$ cat config.mk
export PLATFORM = sky130hd
export DESIGN_NAME = decode_v3_flat
export DESIGN_NICKNAME = d
export VERILOG_FILES = /design/src/rtl/decode_pkg.sv /design/src/rtl/decode_v3_if.sv /design/src/rtl/decode_v3_register_file.sv /design/src/rtl/decode_v3.sv /design/src/flat_wrapper.sv
export SDC_FILE = /design/constraint.sdc
export NUM_CORES = 1
export LEC_CHECK = 0
export ABC_AREA = 1
export ABC_CLOCK_PERIOD_IN_PS = 5300
export CORE_MARGIN = 2
export CORE_UTILIZATION = 45
export DETAILED_ROUTE_END_ITERATION = 7
export REMOVE_ABC_BUFFERS = 1
export SETUP_SLACK_MARGIN = 0.3
export SYNTH_ARGS = -nofsm -noshare
export SYNTH_HDL_FRONTEND = slang
export SYNTH_SLANG_ARGS = --single-unit
$ cat constraint.sdc
create_clock -name clk -period 5.3 [get_ports clk]
set_clock_uncertainty 0.15 [all_clocks]
set_input_delay 1.06 -clock clk [delete_from_list [all_inputs] [get_ports clk]]
set_output_delay 1.06 -clock clk [all_outputs]
set_load 0.03 [all_outputs]
$ cat src/rtl/decode_pkg.sv
// decode_pkg: shared constants and types for the decode_v3 slice.
// Holds the fixed instruction width, field positions, the vector opcode,
// the sequencer state type and a modular address helper.
package decode_pkg;

   localparam int unsigned IW        = 24;
   localparam int unsigned FIELD_W   = 4;
   localparam int unsigned OPC_LSB   = 21;
   localparam int unsigned OPC_W     = 3;
   localparam int unsigned SE_HI     = 20;
   localparam int unsigned SE_LO     = 0;
   localparam int unsigned RD_LSB    = 16;
   localparam int unsigned RS_LSB    = 12;
   localparam int unsigned RT_LSB    = 8;
   localparam int unsigned CNT_LSB   = 4;
   localparam int unsigned FUNCT_LSB = 1;
   localparam int unsigned FUNCT_W   = 3;
   localparam int unsigned IMM_W     = 12;

   localparam logic [OPC_W-1:0] OP_VEC = 3'b111;

   typedef enum logic {
      IDLE = 1'b0,
      SEQ  = 1'b1
   } seq_state_t;

   // Register index offset by a micro-op number, wrapping at the register count.
   function automatic int unsigned wrap_add(input int unsigned base,
                                            input int unsigned off,
                                            input int unsigned modulus);
      return (base + off) % modulus;
   endfunction

endpackage

$ cat src/rtl/decode_v3_if.sv
// decode_v3_if: fetch, writeback and decode/execute signals of the decode stage.
//   master : pipeline side (drives fetch/writeback/control, observes results)
//   slave  : decode_v3 (consumes instruction/writeback, produces execute payload)
interface decode_v3_if
#(
   parameter int unsigned N      = 24,
   parameter int unsigned NREG   = 16,
   parameter int unsigned MAXSEQ = 4
);
   import decode_pkg::*;

   localparam int unsigned AW = $clog2(NREG);
   localparam int unsigned SW = $clog2(MAXSEQ);

   // fetch / control
   logic          ValidD;
   logic [IW-1:0] InstrD;
   logic [N-1:0]  PCPlus8D;
   logic          StallD;
   logic          FlushD;
   logic          FlushE;
   logic          StuckD;
   logic [AW-1:0] RA1H;
   logic [AW-1:0] RA2H;
   // writeback
   logic          RegWriteW;
   logic [AW-1:0] WA3W;
   logic [N-1:0]  ResultW;
   // execute payload
   logic          ValidE;
   logic [2:0]    OpcodeE;
   logic [1:0]    SE;
   logic [2:0]    FunctE;
   logic [N-1:0]  RD1E;
   logic [N-1:0]  RD2E;
   logic [N-1:0]  ExtImmE;
   logic [AW-1:0] WA3E;
   logic [AW-1:0] RA1E;
   logic [AW-1:0] RA2E;
   logic [SW-1:0] SeqIdxE;
   logic          SeqLastE;

   modport master (
      output ValidD, InstrD, PCPlus8D, StallD, FlushD, FlushE,
             RegWriteW, WA3W, ResultW,
      input  StuckD, RA1H, RA2H,
             ValidE, OpcodeE, SE, FunctE, RD1E, RD2E, ExtImmE,
             WA3E, RA1E, RA2E, SeqIdxE, SeqLastE
   );

   modport slave (
      input  ValidD, InstrD, PCPlus8D, StallD, FlushD, FlushE,
             RegWriteW, WA3W, ResultW,
      output StuckD, RA1H, RA2H,
             ValidE, OpcodeE, SE, FunctE, RD1E, RD2E, ExtImmE,
             WA3E, RA1E, RA2E, SeqIdxE, SeqLastE
   );

endinterface

$ cat src/rtl/decode_v3_register_file.sv
// register_file_v3: NREG x N register file, two read ports, one write port.
// Register NREG-1 is not stored: it reads as pc and ignores writes.
// Build option DECODE_BYPASS_EN forwards a same-cycle write to a matching read.
// Ports: clk, rst (async, active-low), we/wa/wd write port,
//        ra1/ra2 read addresses, pc value for NREG-1, rd1/rd2 read data.
module register_file_v3
#(
   parameter int unsigned N    = 24,
   parameter int unsigned NREG = 16
)
(
   input  logic                    clk,
   input  logic                    rst,
   input  logic                    we,
   input  logic [$clog2(NREG)-1:0] wa,
   input  logic [N-1:0]            wd,
   input  logic [$clog2(NREG)-1:0] ra1,
   input  logic [$clog2(NREG)-1:0] ra2,
   input  logic [N-1:0]            pc,
   output logic [N-1:0]            rd1,
   output logic [N-1:0]            rd2
);
   localparam int unsigned AW = $clog2(NREG);
   localparam logic [AW-1:0] PC_REG = AW'(NREG - 1);

   logic [N-1:0] mem [NREG];

   // Storage; the PC slot is never written.
   always_ff @(posedge clk or negedge rst) begin
      if (!rst) begin
         for (int i = 0; i < int'(NREG); i++) mem[i] <= '0;
      end else if (we && (wa != PC_REG)) begin
         mem[wa] <= wd;
      end
   end

   // Read port 1
   always_comb begin
      rd1 = mem[ra1];
      if (ra1 == PC_REG) rd1 = pc;
`ifdef DECODE_BYPASS_EN
      else if (we && (wa == ra1)) rd1 = wd;
`endif
   end

   // Read port 2
   always_comb begin
      rd2 = mem[ra2];
      if (ra2 == PC_REG) rd2 = pc;
`ifdef DECODE_BYPASS_EN
      else if (we && (wa == ra2)) rd2 = wd;
`endif
   end

endmodule

$ cat src/rtl/decode_v3.sv
// decode_v3: decode stage with a micro-op sequencer for vector instructions.
// A vector instruction (OP_VEC) expands into cnt scalar micro-ops that walk
// rd/rs/rt forward by the element index; StuckD holds fetch meanwhile.
// Ports: clk, rst (async, active-low), bus (decode_v3_if.slave): fetch/control,
//        writeback, hazard addresses and the registered decode/execute payload.
// Build option DECODE_BYPASS_EN enables writeback-to-read bypass in the register file.
module decode_v3
   import decode_pkg::*;
#(
   parameter int unsigned N      = 24,
   parameter int unsigned NREG   = 16,
   parameter int unsigned MAXSEQ = 4
)
(
   input  logic       clk,
   input  logic       rst,
   decode_v3_if.slave bus
);
   localparam int unsigned AW = $clog2(NREG);
   localparam int unsigned SW = $clog2(MAXSEQ);
   localparam int unsigned CW = SW + 1;

   seq_state_t             state_q, state_d;
   logic [SW-1:0]          idx_q, idx_d;

   logic                   is_vec;
   logic [CW-1:0]          cnt;
   logic [SW-1:0]          k;
   logic                   last_uop;
   logic [AW-1:0]          rd_f, rs_f, rt_f;
   logic [AW-1:0]          wa3, ra1, ra2;
   logic signed [IMM_W-1:0] imm_s;
   logic [N-1:0]           ext_imm;
   logic [N-1:0]           rd1, rd2;

   // Field extraction, current micro-op and its addresses/immediate
   always_comb begin
      is_vec   = bus.InstrD[OPC_LSB +: OPC_W] == OP_VEC;
      cnt      = is_vec ? CW'(bus.InstrD[CNT_LSB +: SW]) + CW'(1) : CW'(1);
      k        = (state_q == SEQ) ? idx_q : '0;
      last_uop = CW'(k) == (cnt - CW'(1));
      rd_f     = AW'(bus.InstrD[RD_LSB +: FIELD_W]);
      rs_f     = AW'(bus.InstrD[RS_LSB +: FIELD_W]);
      rt_f     = AW'(bus.InstrD[RT_LSB +: FIELD_W]);
      wa3      = AW'(wrap_add(32'(rd_f), 32'(k), NREG));
      ra1      = AW'(wrap_add(32'(rs_f), 32'(k), NREG));
      ra2      = AW'(wrap_add(32'(rt_f), 32'(k), NREG));
      imm_s    = bus.InstrD[IMM_W-1:0];
      ext_imm  = is_vec ? N'(k) : N'(imm_s);
   end

   register_file_v3 #(.N(N), .NREG(NREG)) u_rf (
      .clk (clk),
      .rst (rst),
      .we  (bus.RegWriteW),
      .wa  (bus.WA3W),
      .wd  (bus.ResultW),
      .ra1 (ra1),
      .ra2 (ra2),
      .pc  (bus.PCPlus8D),
      .rd1 (rd1),
      .rd2 (rd2)
   );

   // Fetch hold and hazard addresses; StuckD drops on the last micro-op
   assign bus.StuckD = rst & bus.ValidD & ~last_uop;
   assign bus.RA1H   = ra1;
   assign bus.RA2H   = ra2;

   // Sequencer next state; FlushD beats any advance, StallD freezes.
   // The >= exit guards against InstrD shrinking mid-sequence.
   always_comb begin
      state_d = state_q;
      idx_d   = idx_q;
      if (bus.FlushD) begin
         state_d = IDLE;
         idx_d   = '0;
      end else if (!bus.StallD) begin
         unique case (state_q)
            IDLE: begin
               if (bus.ValidD && (cnt > CW'(1))) begin
                  state_d = SEQ;
                  idx_d   = SW'(1);
               end
            end
            SEQ: begin
               if (CW'(idx_q) >= (cnt - CW'(1))) begin
                  state_d = IDLE;
                  idx_d   = '0;
               end else begin
                  idx_d = idx_q + SW'(1);
               end
            end
            default: begin
               state_d = IDLE;
               idx_d   = '0;
            end
         endcase
      end
   end

   // Sequencer state register
   always_ff @(posedge clk or negedge rst) begin
      if (!rst) begin
         state_q <= IDLE;
         idx_q   <= '0;
      end else begin
         state_q <= state_d;
         idx_q   <= idx_d;
      end
   end

   // Decode/execute register: FlushE bubble beats StallD hold
   always_ff @(posedge clk or negedge rst) begin
      if (!rst) begin
         bus.ValidE   <= 1'b0;
         bus.OpcodeE  <= '0;
         bus.SE       <= '0;
         bus.FunctE   <= '0;
         bus.RD1E     <= '0;
         bus.RD2E     <= '0;
         bus.ExtImmE  <= '0;
         bus.WA3E     <= '0;
         bus.RA1E     <= '0;
         bus.RA2E     <= '0;
         bus.SeqIdxE  <= '0;
         bus.SeqLastE <= 1'b0;
      end else if (bus.FlushE) begin
         bus.ValidE   <= 1'b0;
         bus.OpcodeE  <= '0;
         bus.SE       <= '0;
         bus.FunctE   <= '0;
         bus.RD1E     <= '0;
         bus.RD2E     <= '0;
         bus.ExtImmE  <= '0;
         bus.WA3E     <= '0;
         bus.RA1E     <= '0;
         bus.RA2E     <= '0;
         bus.SeqIdxE  <= '0;
         bus.SeqLastE <= 1'b0;
      end else if (!bus.StallD) begin
         bus.ValidE   <= bus.ValidD & ~bus.FlushD;
         bus.OpcodeE  <= bus.InstrD[OPC_LSB +: OPC_W];
         bus.SE       <= {bus.InstrD[SE_HI], bus.InstrD[SE_LO]};
         bus.FunctE   <= bus.InstrD[FUNCT_LSB +: FUNCT_W];
         bus.RD1E     <= rd1;
         bus.RD2E     <= rd2;
         bus.ExtImmE  <= ext_imm;
         bus.WA3E     <= wa3;
         bus.RA1E     <= ra1;
         bus.RA2E     <= ra2;
         bus.SeqIdxE  <= k;
         bus.SeqLastE <= bus.ValidD & ~bus.FlushD & last_uop;
      end
   end

endmodule
$ cat src/flat_wrapper.sv
// flat-port wrapper written by rule: the top's interface ports become plain ports
module decode_v3_flat import decode_pkg::*;
#(
   parameter int unsigned N      = 24,
   parameter int unsigned NREG   = 16,
   parameter int unsigned MAXSEQ = 4
)
  (clk, rst, bus_ValidD, bus_InstrD, bus_PCPlus8D, bus_StallD, bus_FlushD, bus_FlushE, bus_RegWriteW, bus_WA3W, bus_ResultW, bus_StuckD, bus_RA1H, bus_RA2H, bus_ValidE, bus_OpcodeE, bus_SE, bus_FunctE, bus_RD1E, bus_RD2E, bus_ExtImmE, bus_WA3E, bus_RA1E, bus_RA2E, bus_SeqIdxE, bus_SeqLastE);
  decode_v3_if #(.N(N), .NREG(NREG), .MAXSEQ(MAXSEQ)) bus_i ();
  input  logic clk;
  input  logic rst;
  input wire logic [$bits(bus_i.ValidD)-1:0] bus_ValidD;
  input wire logic [$bits(bus_i.InstrD)-1:0] bus_InstrD;
  input wire logic [$bits(bus_i.PCPlus8D)-1:0] bus_PCPlus8D;
  input wire logic [$bits(bus_i.StallD)-1:0] bus_StallD;
  input wire logic [$bits(bus_i.FlushD)-1:0] bus_FlushD;
  input wire logic [$bits(bus_i.FlushE)-1:0] bus_FlushE;
  input wire logic [$bits(bus_i.RegWriteW)-1:0] bus_RegWriteW;
  input wire logic [$bits(bus_i.WA3W)-1:0] bus_WA3W;
  input wire logic [$bits(bus_i.ResultW)-1:0] bus_ResultW;
  output wire logic [$bits(bus_i.StuckD)-1:0] bus_StuckD;
  output wire logic [$bits(bus_i.RA1H)-1:0] bus_RA1H;
  output wire logic [$bits(bus_i.RA2H)-1:0] bus_RA2H;
  output wire logic [$bits(bus_i.ValidE)-1:0] bus_ValidE;
  output wire logic [$bits(bus_i.OpcodeE)-1:0] bus_OpcodeE;
  output wire logic [$bits(bus_i.SE)-1:0] bus_SE;
  output wire logic [$bits(bus_i.FunctE)-1:0] bus_FunctE;
  output wire logic [$bits(bus_i.RD1E)-1:0] bus_RD1E;
  output wire logic [$bits(bus_i.RD2E)-1:0] bus_RD2E;
  output wire logic [$bits(bus_i.ExtImmE)-1:0] bus_ExtImmE;
  output wire logic [$bits(bus_i.WA3E)-1:0] bus_WA3E;
  output wire logic [$bits(bus_i.RA1E)-1:0] bus_RA1E;
  output wire logic [$bits(bus_i.RA2E)-1:0] bus_RA2E;
  output wire logic [$bits(bus_i.SeqIdxE)-1:0] bus_SeqIdxE;
  output wire logic [$bits(bus_i.SeqLastE)-1:0] bus_SeqLastE;
  assign bus_i.ValidD = bus_ValidD;
  assign bus_i.InstrD = bus_InstrD;
  assign bus_i.PCPlus8D = bus_PCPlus8D;
  assign bus_i.StallD = bus_StallD;
  assign bus_i.FlushD = bus_FlushD;
  assign bus_i.FlushE = bus_FlushE;
  assign bus_i.RegWriteW = bus_RegWriteW;
  assign bus_i.WA3W = bus_WA3W;
  assign bus_i.ResultW = bus_ResultW;
  assign bus_StuckD = bus_i.StuckD;
  assign bus_RA1H = bus_i.RA1H;
  assign bus_RA2H = bus_i.RA2H;
  assign bus_ValidE = bus_i.ValidE;
  assign bus_OpcodeE = bus_i.OpcodeE;
  assign bus_SE = bus_i.SE;
  assign bus_FunctE = bus_i.FunctE;
  assign bus_RD1E = bus_i.RD1E;
  assign bus_RD2E = bus_i.RD2E;
  assign bus_ExtImmE = bus_i.ExtImmE;
  assign bus_WA3E = bus_i.WA3E;
  assign bus_RA1E = bus_i.RA1E;
  assign bus_RA2E = bus_i.RA2E;
  assign bus_SeqIdxE = bus_i.SeqIdxE;
  assign bus_SeqLastE = bus_i.SeqLastE;
  decode_v3 #(.N(N), .NREG(NREG), .MAXSEQ(MAXSEQ)) u_core (.clk(clk), .rst(rst), .bus(bus_i));
endmodule
==> Yosys cells after proc, flatten, opt, wreduce, memory -nomap -nowiden <==
Cells that the tools add are included.
{ "classes": {"add_sub_neg": 6, "n_lt_le_gt_ge": 6, "n_eq_ne": 8, "muxes": 48, "n_bitwise": 10, "n_reduce_logical": 4} }
{ "op_table": {"columns": ["op", "n"], "rows": [
  ["384-bit bitwise mux", 1],
  ["24-bit 2-to-1 mux", 14],
  ["24-bit binary-select mux with 4-bit select", 2],
  ["24-bit demux with 4-bit select", 1],
  ["4-bit 2-to-1 mux", 6],
  ["2-bit 2-to-1 mux", 9],
  ["5-bit >= comparator (second input constant)", 3],
  ["3-bit 2-to-1 mux", 5],
  ["4-bit NOT with 5-bit output", 3],
  ["4-bit by 2-bit adder with 4-bit output", 3],
  ["4-bit equality test (second input constant)", 2],
  ["1-bit 2-to-1 mux", 8],
  ["5-bit by 1-bit < comparator with 1-bit output (second input constant)", 1],
  ["1-bit AND", 4],
  ["2-bit by 1-bit inequality test with 1-bit output (second input constant)", 2],
  ["4-bit inequality test (second input constant)", 1],
  ["2-bit case mux with 2 select lines", 1],
  ["2-bit by 1-bit adder with 3-bit output (second input constant)", 1],
  ["2-bit by 3-bit equality test with 1-bit output", 1],
  ["3-bit equality test (second input constant)", 1],
  ["2-bit by 3-bit >= comparator with 1-bit output", 1],
  ["3-bit by 1-bit greater-than comparator with 1-bit output (second input constant)", 1],
  ["1-bit logical AND", 3],
  ["3-bit by 2-bit inequality test with 1-bit output (second input constant)", 1],
  ["other kinds (5)", 7]
]} }
{ "word_totals": {"regBits": 483, "output_inout_bits": 105} }

==> Depth between registers and ports, before layout <==
{ "logic_depth": {"word_depth": 9, "ltp_mapped": 15, "ltp_nobuf": 13} }

==> Cells and area by module <==
A second synthesis with hierarchy kept.
{ "unflattened": {"hier_cells": 3542, "area_unflattened_um2": 24886.4} }
{ "by_module_without_submodules": {"columns": ["module", "n_inst", "cells_each", "area_each_um2"], "rows": [
  ["register_file_v3", 1, 3213, 21145.3],
  ["decode_v3", 1, 329, 3741.1]
]} }

==> Worst setup path before layout <==
OpenSTA, ideal clock, no wires.
{ "synth_path": {"path_kind": "input to output", "from": "input port bus_InstrD[12]", "to": "output port bus_RA1H[2]", "arrival_time_ps": 2281, "path_slack_ps": 1809, "path_stages": 4, "n_path_buf": 1, "path_cell_list": "ha_1 fa_1 xor2_1 buf_2"} }
{ "synth_between": {"elab_chain_len": 1} }
{ "synth_rtl": {"columns": ["item", "line_no", "source"], "rows": [
  ["from (decl)", "flat_wrapper.sv:13", "input wire logic [$bits(bus_i.InstrD)-1:0] bus_InstrD;"],
  ["4-bit by 2-bit adder with 4-bit output", "decode_pkg.sv:31", "return (base + off) % modulus;"],
  ["to (decl)", "flat_wrapper.sv:22", "output wire logic [$bits(bus_i.RA1H)-1:0] bus_RA1H;"]
]} }
No other way between the ends.

==> Worst setup path in the final report <==
{ "layout_path": {"from": "input port bus_InstrD[12]", "to": "output port bus_RA1H[1]"} }
The elaborated chain is that of the path after synthesis.

==> summary.md <==
Counting tap cells, the placed design contains a total of 3921 instances. During placement, the flow inserted port buffers numbering 187. The tools report the sequential fraction of the synthesis area as 47.1%. From synthesis to final layout, the design area changed by 16.2%.

The H-tree generated during clock tree synthesis spans 2 levels. 188 I/O pins were placed. The first global-routing pass estimated 131000 um of wire.

The critical setup path kind was in -> out. The maximum ir drop on the vdd rail is 0.000239 V. The type of the most critical hold path was in -> async. The via count of the first global-routing pass was 21852; the shortest period the worst path allows was 4.69 ns. The logs give 1 for the number of antenna violations at the first check in global routing and 6 for the number of iterations in the first detailed-routing pass. Across the run, the number of max-cap violations was 0. Setup repair after global routing left no endpoint under its margin. The number of DRC markers after the initial detailed-route iteration was 2783. For the maximum root-to-sink buffer count, the log shows 3.

For this run, design rule violations remaining after detail routing come to 0. The root buffer selected by CTS is sky130_fd_sc_hd__clkbuf_16. Once layout is complete, the cells apart from fillers number 4012.

The tools report the placed wire-length estimate as 46800 um. For the fmax, the log shows 0.213 GHz. The tools report the net total in the final layout as 3379.

The analysis attributes to cell leakage a power of 12.7 nW. Yosys mapped the design onto 27 distinct sky130hd cell types. The tools report the met3 track demand over resource in global routing as 5.75%. In the layout the commonest cells are sky130_fd_sc_hd__nand2_1 (1041), sky130_fd_sc_hd__nand3_1 (586), sky130_fd_sc_hd__dfrtp_1 (447). The fraction of the cycle the final worst path needs works out to 88.5%.

The number of buffers added by the clock tree synthesis step was 50. For the setup slack on the worst flop-to-flop path, the log shows 1.43 ns. For the overall via count from detail_route, the log shows 23254. The logs give 31.5% for the combined global-route utilization of all metal layers and 45.4% for the starting utilization of the core area. Dividing the detail-routed via count by the number of cells gives 5.80. The transition time of the tightest slew-check pin is 1.18 ns. Number of sinks driven by the clock tree: 447. For the total count of hold-check failures in the final report, the log shows 0. For the clock insertion delay at the later pin of the skew report, the log shows 0.61 ns. The number of buffers added for setup after CTS is 0. The core region is 0.0523 mm^2.

The detailed-route wire length per cell works out to 21.4 um. At the worst endpoint, the required time is 4.09 ns. The sort of element at the start of the critical path was a primary input. The worst setup path is captured at an output pin.

The number of max-slew violations in the final report is 0. The die outline width is 234 um. Summed over all layers, the global routing overflow is 0. Power density over the cells: 363 mW/mm^2.

The run finished with clean final reports. The run gives 100 as the pin count of the biggest net entering global routing. The total number of placement rows was 84; the routability congestion estimate from global placement was 0.828. Once layout is complete, the utilization of the core stands at 52.7%. The number of standard cells after synthesis was 3265. Setup violations remaining at the end of the flow were counted as 0. Each instance of the synthesized netlist takes up on average 7.27 um^2. Clock-pin slew was measured on the worst setup and hold paths at 0.06 ns.

TritonCTS built the clock tree. The floorplan step defined a die boundary enclosing 0.0546 mm^2. The final wirelength was 85900 um. The library cell used most frequently in the layout, excluding fill and tap cells, is sky130_fd_sc_hd__nand2_1. For the worst slew slack as a fraction of its limit, the log shows 21.1%. For met2 alone, demand over resource in global routing was 49.8%.

The total of flip-flops plus latches after synthesis is 447. The critical path data arrival time is 3.48 ns. The post-route netlist has 4.91% of its cells at a drive strength greater than 1. Gates resized during post-CTS repair numbered 0. The run gives 42.4% as the global routing met1 resource utilization.

Highest-utilization routing layer at the global route stage: met2. For this run, the number of Yosys warnings is 0. Maximum net fanout on the critical path: 12. Once detail routing completed, the nets flagged for antenna violations numbered 0. The count of hold-fix buffers inserted at cts was 0.

The netlist area before placement is 0.0237 mm^2. The height of the die was 234 um.
[final cells by class]
type                       count  area (um^2)
antenna                        2         5.00
clock buffer                  85         1610
clock inverter                 4         20.0
fill                        4948        24700
inverter                     150          571
multi-input combinational   2387        10900
sequential                   447        11200
tap                          688          861
timing repair buffer         249         2460
[registers in the layout (all words and copies together) (netlist names)]
| name | flops |
|---|---|
| u_core.bus.ExtImmE | 12 |
| u_core.bus.FunctE | 3 |
| u_core.bus.OpcodeE | 3 |
| u_core.bus.RA1E | 4 |
| u_core.bus.RA2E | 4 |
| u_core.bus.RD1E | 24 |
| u_core.bus.RD2E | 24 |
| u_core.bus.SE | 2 |
| u_core.bus.SeqIdxE | 2 |
| u_core.bus.SeqLastE | 1 |
| u_core.bus.ValidE | 1 |
| u_core.bus.WA3E | 4 |
| u_core.idx_q | 2 |
| u_core.state_q | 1 |
| u_core.u_rf.mem | 360 |
[per-layer routing]
metal	wire [um]	up-vias
li1	-	10767
met1	34800	11011
met2	38400	1239
met3	8680	237
met4	4020	0
met5	0	-
[report_power, final]
part / total (mW) / internal [mW] / switching (mW)
Sequential: 4.50 / 4.05 / 0.450
Combinational: 2.02 / 0.761 / 1.26
Clock: 3.48 / 2.04 / 1.44
Total: 10.0 / 6.85 / 3.16
[worst paths after layout]
kind	from	endpoint	cells after the start
setup reg to reg	u_core.state_q	u_core.bus.RD2E[10]	13
max in group asynchronous	rst	u_core.bus.RD2E[5]	3
min in group clk	u_core.bus.FunctE[2]	u_core.bus.FunctE[2]	2
setup / recovery	bus_InstrD[12]	bus_RA1H[1]	4
hold reg to reg	u_core.bus.FunctE[2]	u_core.bus.FunctE[2]	2
hold / removal	rst	u_core.u_rf.mem[259]	1
[critical path: stages]
cell                              delay (ns)
sky130_fd_sc_hd__clkdlybuf4s50_1        0.45
sky130_fd_sc_hd__ha_4                   0.19
sky130_fd_sc_hd__fa_4                   1.02
sky130_fd_sc_hd__clkdlybuf4s50_1        0.74
[cell usage after synthesis]
cell,count,area (um^2)
sky130_fd_sc_hd__nor2_2,2,12.5
sky130_fd_sc_hd__inv_1,145,544
sky130_fd_sc_hd__nor3_1,5,25.0
sky130_fd_sc_hd__buf_1,20,75.1
sky130_fd_sc_hd__o211ai_1,2,15.0
sky130_fd_sc_hd__nand3_1,586,2930
sky130_fd_sc_hd__nor2_1,93,349
sky130_fd_sc_hd__xor2_2,1,16.3
sky130_fd_sc_hd__o21ai_0,406,2030
sky130_fd_sc_hd__nand2_1,1044,3920
sky130_fd_sc_hd__ha_1,8,100
sky130_fd_sc_hd__a21oi_1,170,851
sky130_fd_sc_hd__nand4_1,6,37.5
sky130_fd_sc_hd__buf_6,1,11.3
sky130_fd_sc_hd__buf_4,19,143
sky130_fd_sc_hd__buf_2,94,470
sky130_fd_sc_hd__fa_1,3,60.1
sky130_fd_sc_hd__o21ai_1,41,205
sky130_fd_sc_hd__dfrtp_1,447,11200
sky130_fd_sc_hd__inv_2,5,18.8
sky130_fd_sc_hd__xnor2_1,2,17.5
sky130_fd_sc_hd__xnor2_2,1,16.3
sky130_fd_sc_hd__a32o_1,2,20.0
sky130_fd_sc_hd__a22o_1,12,105
sky130_fd_sc_hd__a21o_1,1,7.51
sky130_fd_sc_hd__xor2_1,2,17.5
sky130_fd_sc_hd__clkbuf_1,147,552
[per-stage QoR]
step | setup slack, ns | TNS [ns] | hold slack (ns) | total power, mW | cell area, um^2
floorplan | -1.98 | -89.44 | 0.303 | 5.77 | 22500
global placement | 0.600 | 0 | 0.305 | 6.46 | 26000
detailed placement | 0.610 | 0 | 0.320 | 6.54 | 26000
CTS | 0.607 | 0 | 0.283 | 10.0 | 27600
global route | 0.587 | 0 | 0.301 | 10.5 | 27600
finish | 0.610 | 0 | 0.276 | 10.0 | 27600
[cells by family (layout without fill, tap and decap cells)]
group                    count (synthesis)  count (layout)  synth area share, %
XOR/XNOR                                 6               6                0.285
other                                    0               2                    0
flip-flops                             447             447                 47.1
adder cells (fa/ha/maj)                 11              11                0.675
AO/OA/AOI/OAI                          634             634                 13.6
AND/OR/NAND/NOR                       1736            1736                 30.6
buffers and inverters                  431             488                 7.64
Power figures use the tool's default switching activity.
